**src/rtl/key_select_ctrl_pkg.sv**
```systemverilog
// Shared key/chord constants and the triad mask helper.
// Also used by vga_bitchange to decode the same mask.
package key_select_ctrl_pkg;

    localparam int NUM_KEYS      = 12;
    localparam int MAJ_THIRD     = 4;
    localparam int PERFECT_FIFTH = 7;

    localparam logic [3:0] KEY_C  = 4'd0;
    localparam logic [3:0] KEY_CS = 4'd1;
    localparam logic [3:0] KEY_D  = 4'd2;
    localparam logic [3:0] KEY_DS = 4'd3;
    localparam logic [3:0] KEY_E  = 4'd4;
    localparam logic [3:0] KEY_F  = 4'd5;
    localparam logic [3:0] KEY_FS = 4'd6;
    localparam logic [3:0] KEY_G  = 4'd7;
    localparam logic [3:0] KEY_GS = 4'd8;
    localparam logic [3:0] KEY_A  = 4'd9;
    localparam logic [3:0] KEY_AS = 4'd10;
    localparam logic [3:0] KEY_B  = 4'd11;

    typedef enum logic [1:0] {
        DB_IDLE,
        DB_CNT_PRESS,
        DB_PRESSED,
        DB_CNT_RELEASE
    } db_state_t;

    function automatic logic [4:0] wrap12(input logic [4:0] v);
        return (v >= 5'(NUM_KEYS)) ? v - 5'(NUM_KEYS) : v;
    endfunction

    function automatic logic [11:0] triad_mask(input logic [3:0] root,
                                               input logic       mode);
        logic [4:0]  w_third;
        logic [4:0]  w_fifth;
        logic [11:0] w_mask;
        w_third = wrap12({1'b0, root} + 5'(MAJ_THIRD));
        w_fifth = wrap12({1'b0, root} + 5'(PERFECT_FIFTH));
        w_mask  = 12'h001 << root;
        if (mode) begin
            w_mask = w_mask | (12'h001 << w_third[3:0])
                            | (12'h001 << w_fifth[3:0]);
        end
        return w_mask;
    endfunction

endpackage

```
**src/rtl/key_select_ctrl_if.sv**
```systemverilog
// Button inputs and key-select outputs of the key selector.
interface key_select_ctrl_if;
    logic        btn_up;
    logic        btn_c;
    logic [11:0] key_select;
    logic [3:0]  root_idx;
    logic        chord_mode;
    logic        sel_changed;

    modport master (
        output btn_up, btn_c,
        input  key_select, root_idx, chord_mode, sel_changed
    );

    modport slave (
        input  btn_up, btn_c,
        output key_select, root_idx, chord_mode, sel_changed
    );
endinterface

```
**src/rtl/key_select_ctrl_debounce.sv**
```systemverilog
// Two-flop synchronizer plus debounce FSM for one raw pushbutton.
// Accepts a press/release after DEBOUNCE_CYCLES stable samples.
module btn_debounce
    import key_select_ctrl_pkg::*;
#(
    parameter int DEBOUNCE_CYCLES = 1000000
) (
    input  logic clk,
    input  logic reset,
    input  logic i_btn,
    output logic o_level,
    output logic o_press
);

    localparam int DW = $clog2(DEBOUNCE_CYCLES + 1);
    // The sample that enters a CNT_ state is the first stable one.
    localparam logic [DW-1:0] DB_LAST = DW'(DEBOUNCE_CYCLES - 2);

    logic            r_sync1;
    logic            r_sync2;
    db_state_t       r_state;
    logic [DW-1:0]   r_cnt;
    logic            r_press;

    always_ff @(posedge clk or posedge reset) begin
        if (reset) begin
            r_sync1 <= 1'b0;
            r_sync2 <= 1'b0;
            r_state <= DB_IDLE;
            r_cnt   <= '0;
            r_press <= 1'b0;
        end else begin
            r_sync1 <= i_btn;
            r_sync2 <= r_sync1;
            r_press <= 1'b0;
            unique case (r_state)
                DB_IDLE: begin
                    if (r_sync2) begin
                        r_state <= DB_CNT_PRESS;
                        r_cnt   <= '0;
                    end
                end
                DB_CNT_PRESS: begin
                    if (!r_sync2) begin
                        r_state <= DB_IDLE;
                        r_cnt   <= '0;
                    end else if (r_cnt >= DB_LAST) begin
                        r_state <= DB_PRESSED;
                        r_cnt   <= '0;
                        r_press <= 1'b1;
                    end else begin
                        r_cnt <= r_cnt + 1'b1;
                    end
                end
                DB_PRESSED: begin
                    if (!r_sync2) begin
                        r_state <= DB_CNT_RELEASE;
                        r_cnt   <= '0;
                    end
                end
                DB_CNT_RELEASE: begin
                    if (r_sync2) begin
                        r_state <= DB_PRESSED;
                        r_cnt   <= '0;
                    end else if (r_cnt >= DB_LAST) begin
                        r_state <= DB_IDLE;
                        r_cnt   <= '0;
                    end else begin
                        r_cnt <= r_cnt + 1'b1;
                    end
                end
                default: begin
                    r_state <= DB_IDLE;
                    r_cnt   <= '0;
                end
            endcase
        end
    end

    assign o_level = (r_state == DB_PRESSED) ||
                     (r_state == DB_CNT_RELEASE);
    assign o_press = r_press;

endmodule

```
**src/rtl/key_select_ctrl.sv**
```systemverilog
// Root-key / chord-mode selector driving the VGA keySelect mask.
// BtnU advances the root (with hold-to-repeat), BtnC toggles chord mode.
module key_select_ctrl
    import key_select_ctrl_pkg::*;
#(
    parameter int DEBOUNCE_CYCLES = 1000000,
    parameter int REPEAT_DELAY    = 50000000,
    parameter int REPEAT_PERIOD   = 20000000
) (
    input  logic                     clk,
    input  logic                     reset,
    key_select_ctrl_if.slave         io_bus
);

    localparam int RMAX = (REPEAT_DELAY > REPEAT_PERIOD) ?
                          REPEAT_DELAY : REPEAT_PERIOD;
    localparam int RW   = $clog2(RMAX + 1);

    logic          w_up_level;
    logic          w_up_press;
    logic          w_c_level;
    logic          w_c_press;
    logic          w_rep_fire;
    logic          w_adv;
    logic          w_tog;
    logic [3:0]    w_root_nxt;
    logic          w_mode_nxt;

    logic [RW-1:0] r_rep_cnt;
    logic          r_rep_armed;
    logic [3:0]    r_root;
    logic          r_mode;
    logic [11:0]   r_key;
    logic          r_sel_changed;

    btn_debounce #(.DEBOUNCE_CYCLES(DEBOUNCE_CYCLES)) u_db_up (
        .clk     (clk),
        .reset   (reset),
        .i_btn   (io_bus.btn_up),
        .o_level (w_up_level),
        .o_press (w_up_press)
    );

    btn_debounce #(.DEBOUNCE_CYCLES(DEBOUNCE_CYCLES)) u_db_c (
        .clk     (clk),
        .reset   (reset),
        .i_btn   (io_bus.btn_c),
        .o_level (w_c_level),
        .o_press (w_c_press)
    );

    // Counter tracks cycles since acceptance, then since the last repeat.
    assign w_rep_fire = w_up_level &&
        (r_rep_armed ? (r_rep_cnt == RW'(REPEAT_PERIOD))
                     : (r_rep_cnt == RW'(REPEAT_DELAY)));

    always_ff @(posedge clk or posedge reset) begin
        if (reset) begin
            r_rep_cnt   <= '0;
            r_rep_armed <= 1'b0;
        end else if (!w_up_level) begin
            r_rep_cnt   <= '0;
            r_rep_armed <= 1'b0;
        end else if (w_rep_fire) begin
            r_rep_cnt   <= RW'(1);
            r_rep_armed <= 1'b1;
        end else if (r_rep_cnt != '1) begin
            r_rep_cnt <= r_rep_cnt + 1'b1;
        end
    end

    assign w_adv = w_up_press | w_rep_fire;
    assign w_tog = w_c_press & w_c_level;

    always_comb begin
        w_root_nxt = r_root;
        if (w_adv) begin
            w_root_nxt = (r_root == KEY_B) ? KEY_C : r_root + 4'd1;
        end
        w_mode_nxt = r_mode ^ w_tog;
    end

    always_ff @(posedge clk or posedge reset) begin
        if (reset) begin
            r_root        <= KEY_C;
            r_mode        <= 1'b0;
            r_key         <= 12'h001;
            r_sel_changed <= 1'b0;
        end else begin
            r_root        <= w_root_nxt;
            r_mode        <= w_mode_nxt;
            r_sel_changed <= w_adv | w_tog;
            if (w_adv | w_tog) begin
                r_key <= triad_mask(w_root_nxt, w_mode_nxt);
            end
        end
    end

    assign io_bus.key_select  = r_key;
    assign io_bus.root_idx    = r_root;
    assign io_bus.chord_mode  = r_mode;
    assign io_bus.sel_changed = r_sel_changed;

endmodule

```
**src/flat_wrapper.sv**
```systemverilog
// flat-port wrapper written by rule: the top's interface ports become plain ports
module key_select_ctrl_flat import key_select_ctrl_pkg::*;
#(
    parameter int DEBOUNCE_CYCLES = 1000000,
    parameter int REPEAT_DELAY    = 50000000,
    parameter int REPEAT_PERIOD   = 20000000
)
  (clk, reset, io_bus_btn_up, io_bus_btn_c, io_bus_key_select, io_bus_root_idx, io_bus_chord_mode, io_bus_sel_changed);
  key_select_ctrl_if io_bus_i ();
  input  logic clk;
  input  logic reset;
  input wire logic [$bits(io_bus_i.btn_up)-1:0] io_bus_btn_up;
  input wire logic [$bits(io_bus_i.btn_c)-1:0] io_bus_btn_c;
  output wire logic [$bits(io_bus_i.key_select)-1:0] io_bus_key_select;
  output wire logic [$bits(io_bus_i.root_idx)-1:0] io_bus_root_idx;
  output wire logic [$bits(io_bus_i.chord_mode)-1:0] io_bus_chord_mode;
  output wire logic [$bits(io_bus_i.sel_changed)-1:0] io_bus_sel_changed;
  assign io_bus_i.btn_up = io_bus_btn_up;
  assign io_bus_i.btn_c = io_bus_btn_c;
  assign io_bus_key_select = io_bus_i.key_select;
  assign io_bus_root_idx = io_bus_i.root_idx;
  assign io_bus_chord_mode = io_bus_i.chord_mode;
  assign io_bus_sel_changed = io_bus_i.sel_changed;
  key_select_ctrl #(.DEBOUNCE_CYCLES(DEBOUNCE_CYCLES), .REPEAT_DELAY(REPEAT_DELAY), .REPEAT_PERIOD(REPEAT_PERIOD)) u_core (.clk(clk), .reset(reset), .io_bus(io_bus_i));
endmodule
```
**config.mk**
```make
export PLATFORM = sky130hd
export DESIGN_NAME = key_select_ctrl_flat
export DESIGN_NICKNAME = d
export VERILOG_FILES = /design/src/rtl/key_select_ctrl_pkg.sv /design/src/rtl/key_select_ctrl_if.sv /design/src/rtl/key_select_ctrl_debounce.sv /design/src/rtl/key_select_ctrl.sv /design/src/flat_wrapper.sv
export SDC_FILE = /design/constraint.sdc
export NUM_CORES = 1
export LEC_CHECK = 0
export ABC_CLOCK_PERIOD_IN_PS = 8100
export BUFFER_PORTS_ARGS = -buffer_cell sky130_fd_sc_hd__buf_2
export CORE_ASPECT_RATIO = 2
export CORE_MARGIN = 5
export CORE_UTILIZATION = 35
export DETAILED_ROUTE_END_ITERATION = 16
export GPL_TIMING_DRIVEN = 0
export PLACE_DENSITY_LB_ADDON = 0.25
export SKIP_CTS_REPAIR_TIMING = 1
export SLEW_MARGIN = 20
export SYNTH_ARGS = -nofsm -noshare
export SYNTH_HDL_FRONTEND = slang
export SYNTH_SLANG_ARGS = --single-unit
```
**constraint.sdc**
```tcl
create_clock -name clk -period 8.1 [get_ports clk]
set_input_delay 1.62 -clock clk [delete_from_list [all_inputs] [get_ports clk]]
set_output_delay 1.62 -clock clk [all_outputs]
set_load 0.01 [all_outputs]
```
==> results.toml, run 1 <==
[run_status]
outcome = "complete, no violations"

[timing]
timing.final.crit_period_ps = 5023
tightest_slew_ps = 753.6
finalHoldViolCount = 0
finClkSkew_ps = 11.71
drv_slew = 0
finalSetupViolations = 0
period_share_pct = 62.02
fmax_ghz = 0.1991
rsz0062_at_grt = "no"
relSlewSlack_pct = 49.59
finalSetupTns_ps = 0

[synthesis]
synth_nets = 597
synth_seq_cells = 95
synth.top_cell.area_share_pct = 44.75
synth_flop_cell = "dfrtp_1"
synthArstFlopShare_pct = 100.0
avgSynthCellArea_um2 = 9.016
yosysSeqAreaShare_pct = 45.25
synth_mux_area_share_pct = 2.023
synth_top_cell_by_area = "dfrtp_1"
synthDistinctLibCells = 62
ys_top_cells_by_area = "dfrtp_1, o21ai_0, nor2_1"
yosys.area_share.simple_pct = 24.28
syn_area_um2 = 5256
synthCells = 583
synth_compound_area_share_pct = 17.33
synth_top_family_by_area = "simple AND/OR/NAND/NOR gates"
yosys_warnings = 0
synth-adder-area-share_pct = 2.380
synth-xor-area-share_pct = 5.665
synth_edf_count = 0

[critical_path]
cp-start-kind = "flop"
r2r_start = "u_core.r_rep_cnt[0]"
r2r_cells = 18
cp.required_ps = 8380
r2r_slack_ps = 3080
cp_max_fo = 8
worstReg2RegEnd = "u_core.io_bus.key_select[4]"
cp.arrival_ps = 5300
worst_setup_path_end_kind = "flop"
path_class = "flop to flop"

[grt]
first_global_vias = 4388
antenna_found_initial = 0
grt_overflow_total = 0
grt_pass1_wl_um = 21110
grtUsageTotal_pct = 14.29
grt_start_max_net_pins = 54

[drt]
wl_met2_um = 6697
drt_iter0_markers = 212
drc_errors = 0
ant_nets = 0
vias = 4439
via_per_inst = 5.440
top_layer = "met4"
wl_per_cell_um = 15.14
met1_length_um = 4851
met3_length_um = 329
drt_pass1_iterations = 4
wirelength_um = 12360

[floorplanning]
die_width_um = 96.66
core.rowCount = 63
dieArea_um2 = 17720
core_area_um2 = 14820
ios = 22
initial_core_util_pct = 35.47
die_y_um = 183.3

[layout]
nNetsFinal = 630
layout-drive-gt1-share_pct = 9.340
utilization_pct = 40.13
final_cell_mix = "dfrtp_1, nor2_1, o21ai_0, nand2_1, nand4_1"
diodes = 0
layout_commonest_cell = "dfrtp_1"
syn2layout_area_growth_pct = 13.14

[hold_path]
hold-path-cell-count = 0
hold_start = "u_core.u_db_c.r_sync1"
hp-class = "flop to flop"
min_to = "u_core.u_db_c.r_sync2"

[placed_design]
dp_hpwl_um = 9133
port-buffer-count = 21
globalplace.congestion = 0.9002

[cts]
cts_buffer_depth = 2
cts_tree = "done"
clk_latency_ps = 350
cts_inserted_buffers = 9
root_buffer = "clkbuf_16"
h-tree-depth = 3
clk_pin_slew_ps = 70
cts.sinks = 95

[pwr]
vdd_ir_drop_max_mv = 0.1088
powerDensity_nw_per_um2 = 181.0
p_leak_uw = 0.002515

[flow_run]
maxCapViolations = 0
## how the worst max path moves through the flow
stage	startpoint	end	cells after the start
2_1_floorplan	u_core.r_rep_cnt[0]	u_core.io_bus.key_select[4]	18
3_3_place_gp	reset	u_core.u_db_c.r_cnt[6]	2
3_5_place_dp	u_core.r_rep_cnt[0]	u_core.io_bus.key_select[4]	18
4_1_cts	u_core.r_rep_cnt[0]	u_core.io_bus.key_select[4]	18
5_1_grt	u_core.r_rep_cnt[0]	u_core.io_bus.key_select[4]	18
6_report	u_core.r_rep_cnt[0]	u_core.io_bus.key_select[4]	18
## worst max-delay path, cell delays in order, from the launching register on
cell       delay (ps)
dfrtp_1           410
inv_1             110
ha_1              160
or4b_4            470
a2111oi_4         310
o2111a_2          350
or2_1             140
buf_6             140
mux2i_4           360
clkinv_1          310
ha_1              480
inv_1             110
ha_1              220
nor4b_1           140
a311o_1           390
a21oi_2           180
a32oi_1           150
or3_1             420
a21oi_2           120
## per-stage QoR
step | total power, µW | hold slack [ps] | instances | setup WS (ps) | cell area [µm²]
finish | 1077 | 348.5 | 816 | 3077 | 5947
global route | 1129 | 356.4 | 816 | 2782 | 5947
CTS | 1096 | 350.3 | 816 | 3060 | 5947
detailed placement | 637.5 | 334.7 | 800 | 3084 | 5638
global placement | 631.2 | 344.0 | 799 | 2801 | 5605
floorplan | 598.5 | 331.2 | 583 | 3633 | 5256
## cell type report
type	instances	area [µm²]
clock inverters	7	83.83
fillers	1539	8872
multi-input cells	447	2716
inverters	21	83.83
well taps	195	244.0
clock buffers	9	225.2
repair buffers	22	132.6
plain buffers	20	82.58
flip-flops and latches	95	2379
## routing by layer
metal	global-route usage (%)	up-vias
li1	-	2178
met1	14.97	2138
met2	27.08	90
met3	2.132	33
met4	7.649	0
met5	0	-
## Yosys cell counts (6+ instances only)
master,n
clkbuf_1,18
ha_1,10
o31ai_1,7
o21ai_0,64
dfrtp_1,94
nor3_1,10
o41ai_1,6
nand2_1,45
nand4_1,28
inv_1,18
xor2_1,25
xnor2_1,9
nand2b_1,7
nand3_1,27
a21oi_1,23
nor2_1,79
and3_1,21
## registers in the layout, indices dropped and copies added, names as in the netlist, 4 cells and up, named ones only
signal and flops:
u_core.io_bus.root_idx 4, u_core.u_db_up.r_cnt 20, u_core.io_bus.key_select 12, u_core.r_rep_cnt 26, u_core.u_db_c.r_cnt 20
## cells by family (layout without fill, tap and decap cells)
group	Yosys count	after routing
simple gates	251	251
compound gates	143	143
flops	95	95
buf+inv	41	79
xor+xnor	34	34
fa+ha+maj	10	10
mux	9	9
## where the power goes
part           switching (µW)  internal, µW
Sequential               17.4           489
Combinational            87.3          33.2
Clock                     203           246
(Power assumes the default switching activity.)
==> run 2, diff against run 1 <==
--- a/config.mk
+++ b/config.mk
@@ -5,7 +5,7 @@
 export SDC_FILE = /design/constraint.sdc
 export NUM_CORES = 1
 export LEC_CHECK = 0
-export ABC_CLOCK_PERIOD_IN_PS = 8100
+export ABC_CLOCK_PERIOD_IN_PS = 4600
 export BUFFER_PORTS_ARGS = -buffer_cell sky130_fd_sc_hd__buf_2
 export CORE_ASPECT_RATIO = 2
 export CORE_MARGIN = 5
==> constraint.sdc (replaced) <==
create_clock -name clk -period 4.6 [get_ports clk]
set_input_delay 0.92 -clock clk [delete_from_list [all_inputs] [get_ports clk]]
set_output_delay 0.92 -clock clk [all_outputs]
set_load 0.01 [all_outputs]
==> run 2 against run 1 <==
Hold slack hardly changed. Register-to-register slack worse by 2900 ps. Power increased by 76%. Die area is the same. Sequential share of layout area fell by 0.67 points. Clock power up 76%. Critical path depth unchanged. Sequential power grew 76%. Worst setup slack got worse by 2900 ps. Cell count rose by 1.1%. Global-route usage is the same. Critical endpoint unchanged. Highest routed layer unchanged.
==> results.toml, run 2 (synthesis results as in run 1) <==
[run_status]
outcome = "complete, no violations"

[timing]
timing.final.crit_period_ps = 4420
relSlewSlack_pct = 49.11
finClkSkew_ps = 13.34
fmax_ghz = 0.2263
tightest_slew_ps = 760.8
finalHoldViolCount = 0
finalSetupViolations = 0
drv_slew = 0
period_share_pct = 96.08

[critical_path]
worst_setup_path_end_kind = "flop"
timing.critical_path.from = "u_core.r_rep_cnt[0]"
cp.required_ps = 4880
crit_end = "u_core.io_bus.key_select[4]"
cp-start-kind = "flop"
cp_max_fo = 7
worstReg2RegEnd = "u_core.io_bus.key_select[4]"
cp.arrival_ps = 4690
path_class = "flop to flop"
r2r_slack_ps = 180
r2r_cells = 18
r2r_start = "u_core.r_rep_cnt[0]"

[layout]
diodes = 0
final_cell_mix = "dfrtp_1, nor2_1, o21ai_0, nand2_1, nand4_1"
layout-drive-gt1-share_pct = 10.95
utilization_pct = 40.81
nFillCells = 1537
syn2layout_area_growth_pct = 15.07
reg.largest.list = "u_core.r_rep_cnt (26), u_core.u_db_c.r_cnt (20), u_core.u_db_up.r_cnt (20)"
largest_register = "u_core.r_rep_cnt"
layout_commonest_cell = "dfrtp_1"
nNetsFinal = 639
largest_register_ffs = 26

[cts]
root_buffer = "clkbuf_16"
h-tree-depth = 3
cts_buffer_depth = 2
clk_pin_slew_ps = 70
cts_inserted_buffers = 9
cts.sinks = 95
clk_latency_ps = 350
cts_tree = "done"

[grt]
first_global_vias = 4388
grt_pass1_wl_um = 21110
grt_start_max_net_pins = 54
antenna_found_initial = 0
grtUsageTotal_pct = 14.29
grt_overflow_total = 0

[pwr]
finalPower_uw = 1895
powerDensity_nw_per_um2 = 313.3
p_leak_uw = 0.002578
vdd_ir_drop_max_mv = 0.1879

[floorplanning]
die_y_um = 183.3
initial_core_util_pct = 35.47
core.rowCount = 63
core_area_um2 = 14820
die_width_um = 96.66
ios = 22
dieArea_um2 = 17720

[placed_design]
port-buffer-count = 21
globalplace.congestion = 0.9002
dp_hpwl_um = 9133

[drt]
vias = 4480
ant_nets = 0
drt_iter0_markers = 191
wirelength_um = 12530
drt_pass1_iterations = 4
drc_errors = 0
via_per_inst = 5.430
wl_per_cell_um = 15.19

[hold_path]
hp-class = "flop to flop"
hold_start = "u_core.u_db_c.r_sync1"

[flow_run]
maxCapViolations = 0
==> run 2: cell types whose count changed in the layout (fill, tap and decap cells not counted) <==
cell | previous run | this run
buf_4 | 0 | 9
clkinv_1 | 2 | 1
clkinvlp_4 | 1 | 2
ha_1 | 10 | 9
ha_4 | 0 | 1
nor4_2 | 1 | 0
nor4_4 | 0 | 1
nor4b_2 | 1 | 0
nor4b_4 | 0 | 1
==> run 2: worst min-delay path by stage <==
stage / end / cells past startpoint
2_1_floorplan: u_core.u_db_c.r_sync2 / 0
3_3_place_gp: u_core.u_db_up.r_sync2 / 0
3_5_place_dp: u_core.u_db_c.r_sync2 / 0
4_1_cts: u_core.u_db_c.r_sync2 / 0
5_1_grt: u_core.u_db_c.r_sync2 / 0
6_report: u_core.u_db_c.r_sync2 / 0
==> run 2: power by group <==
group / switching (µW) / internal (µW) / total (µW)
Combinational: 154 / 58.3 / 212
Sequential: 30.8 / 861 / 892
Clock: 357 / 434 / 791
==> run 2: metal layers <==
| layer | track usage, % | up-vias | routed length, µm |
|---|---|---|---|
| met5 | 0 | - | 0 |
| li1 | - | 2195 | - |
| met1 | 14.97 | 2136 | 4850 |
| met4 | 7.649 | 0 | 476 |
| met3 | 2.132 | 34 | 363 |
| met2 | 27.08 | 115 | 6839 |
==> run 2: metrics by stage <==
step           instance area, µm²  cells  TNS [ps]  hold slack, ps  setup slack, ps
2_1_floorplan                5256    583         0           331.2            133.4
3_3_place_gp                 5605    799     -1564           344.0           -358.4
3_5_place_dp                 5638    800     -2085           334.7           -415.8
4_1_cts                      5947    816     -2250           350.3           -440.4
5_1_grt                      6048    825    -35.97           356.4           -35.97
6_report                     6048    825         0           348.6            180.5
==> run 2: worst max-delay path: stages (launching register included) <==
cell        delay (ps)
dfrtp_1            410
inv_1              110
ha_1               160
or4b_4             470
a2111oi_4          230
o2111a_2           270
or2_1              110
buf_6              140
mux2i_4            270
clkinvlp_4         220
ha_4               340
inv_1               70
ha_1               210
nor4b_1            140
a311o_1            350
a21oi_2            180
a32oi_1            150
or3_1              420
a21oi_2            120
==> run 2: cell type report <==
class / instances / area [µm²] / share of cell area, %
clock inverters: 7 / 83.83 / 1.386
repair buffers: 31 / 200.2 / 3.310
flip-flops and latches: 95 / 2379 / 39.33
inverters: 21 / 87.58 / 1.448
well taps: 195 / 244.0 / 4.034
plain buffers: 20 / 82.58 / 1.365
clock buffers: 9 / 225.2 / 3.724
multi-input cells: 447 / 2746 / 45.41
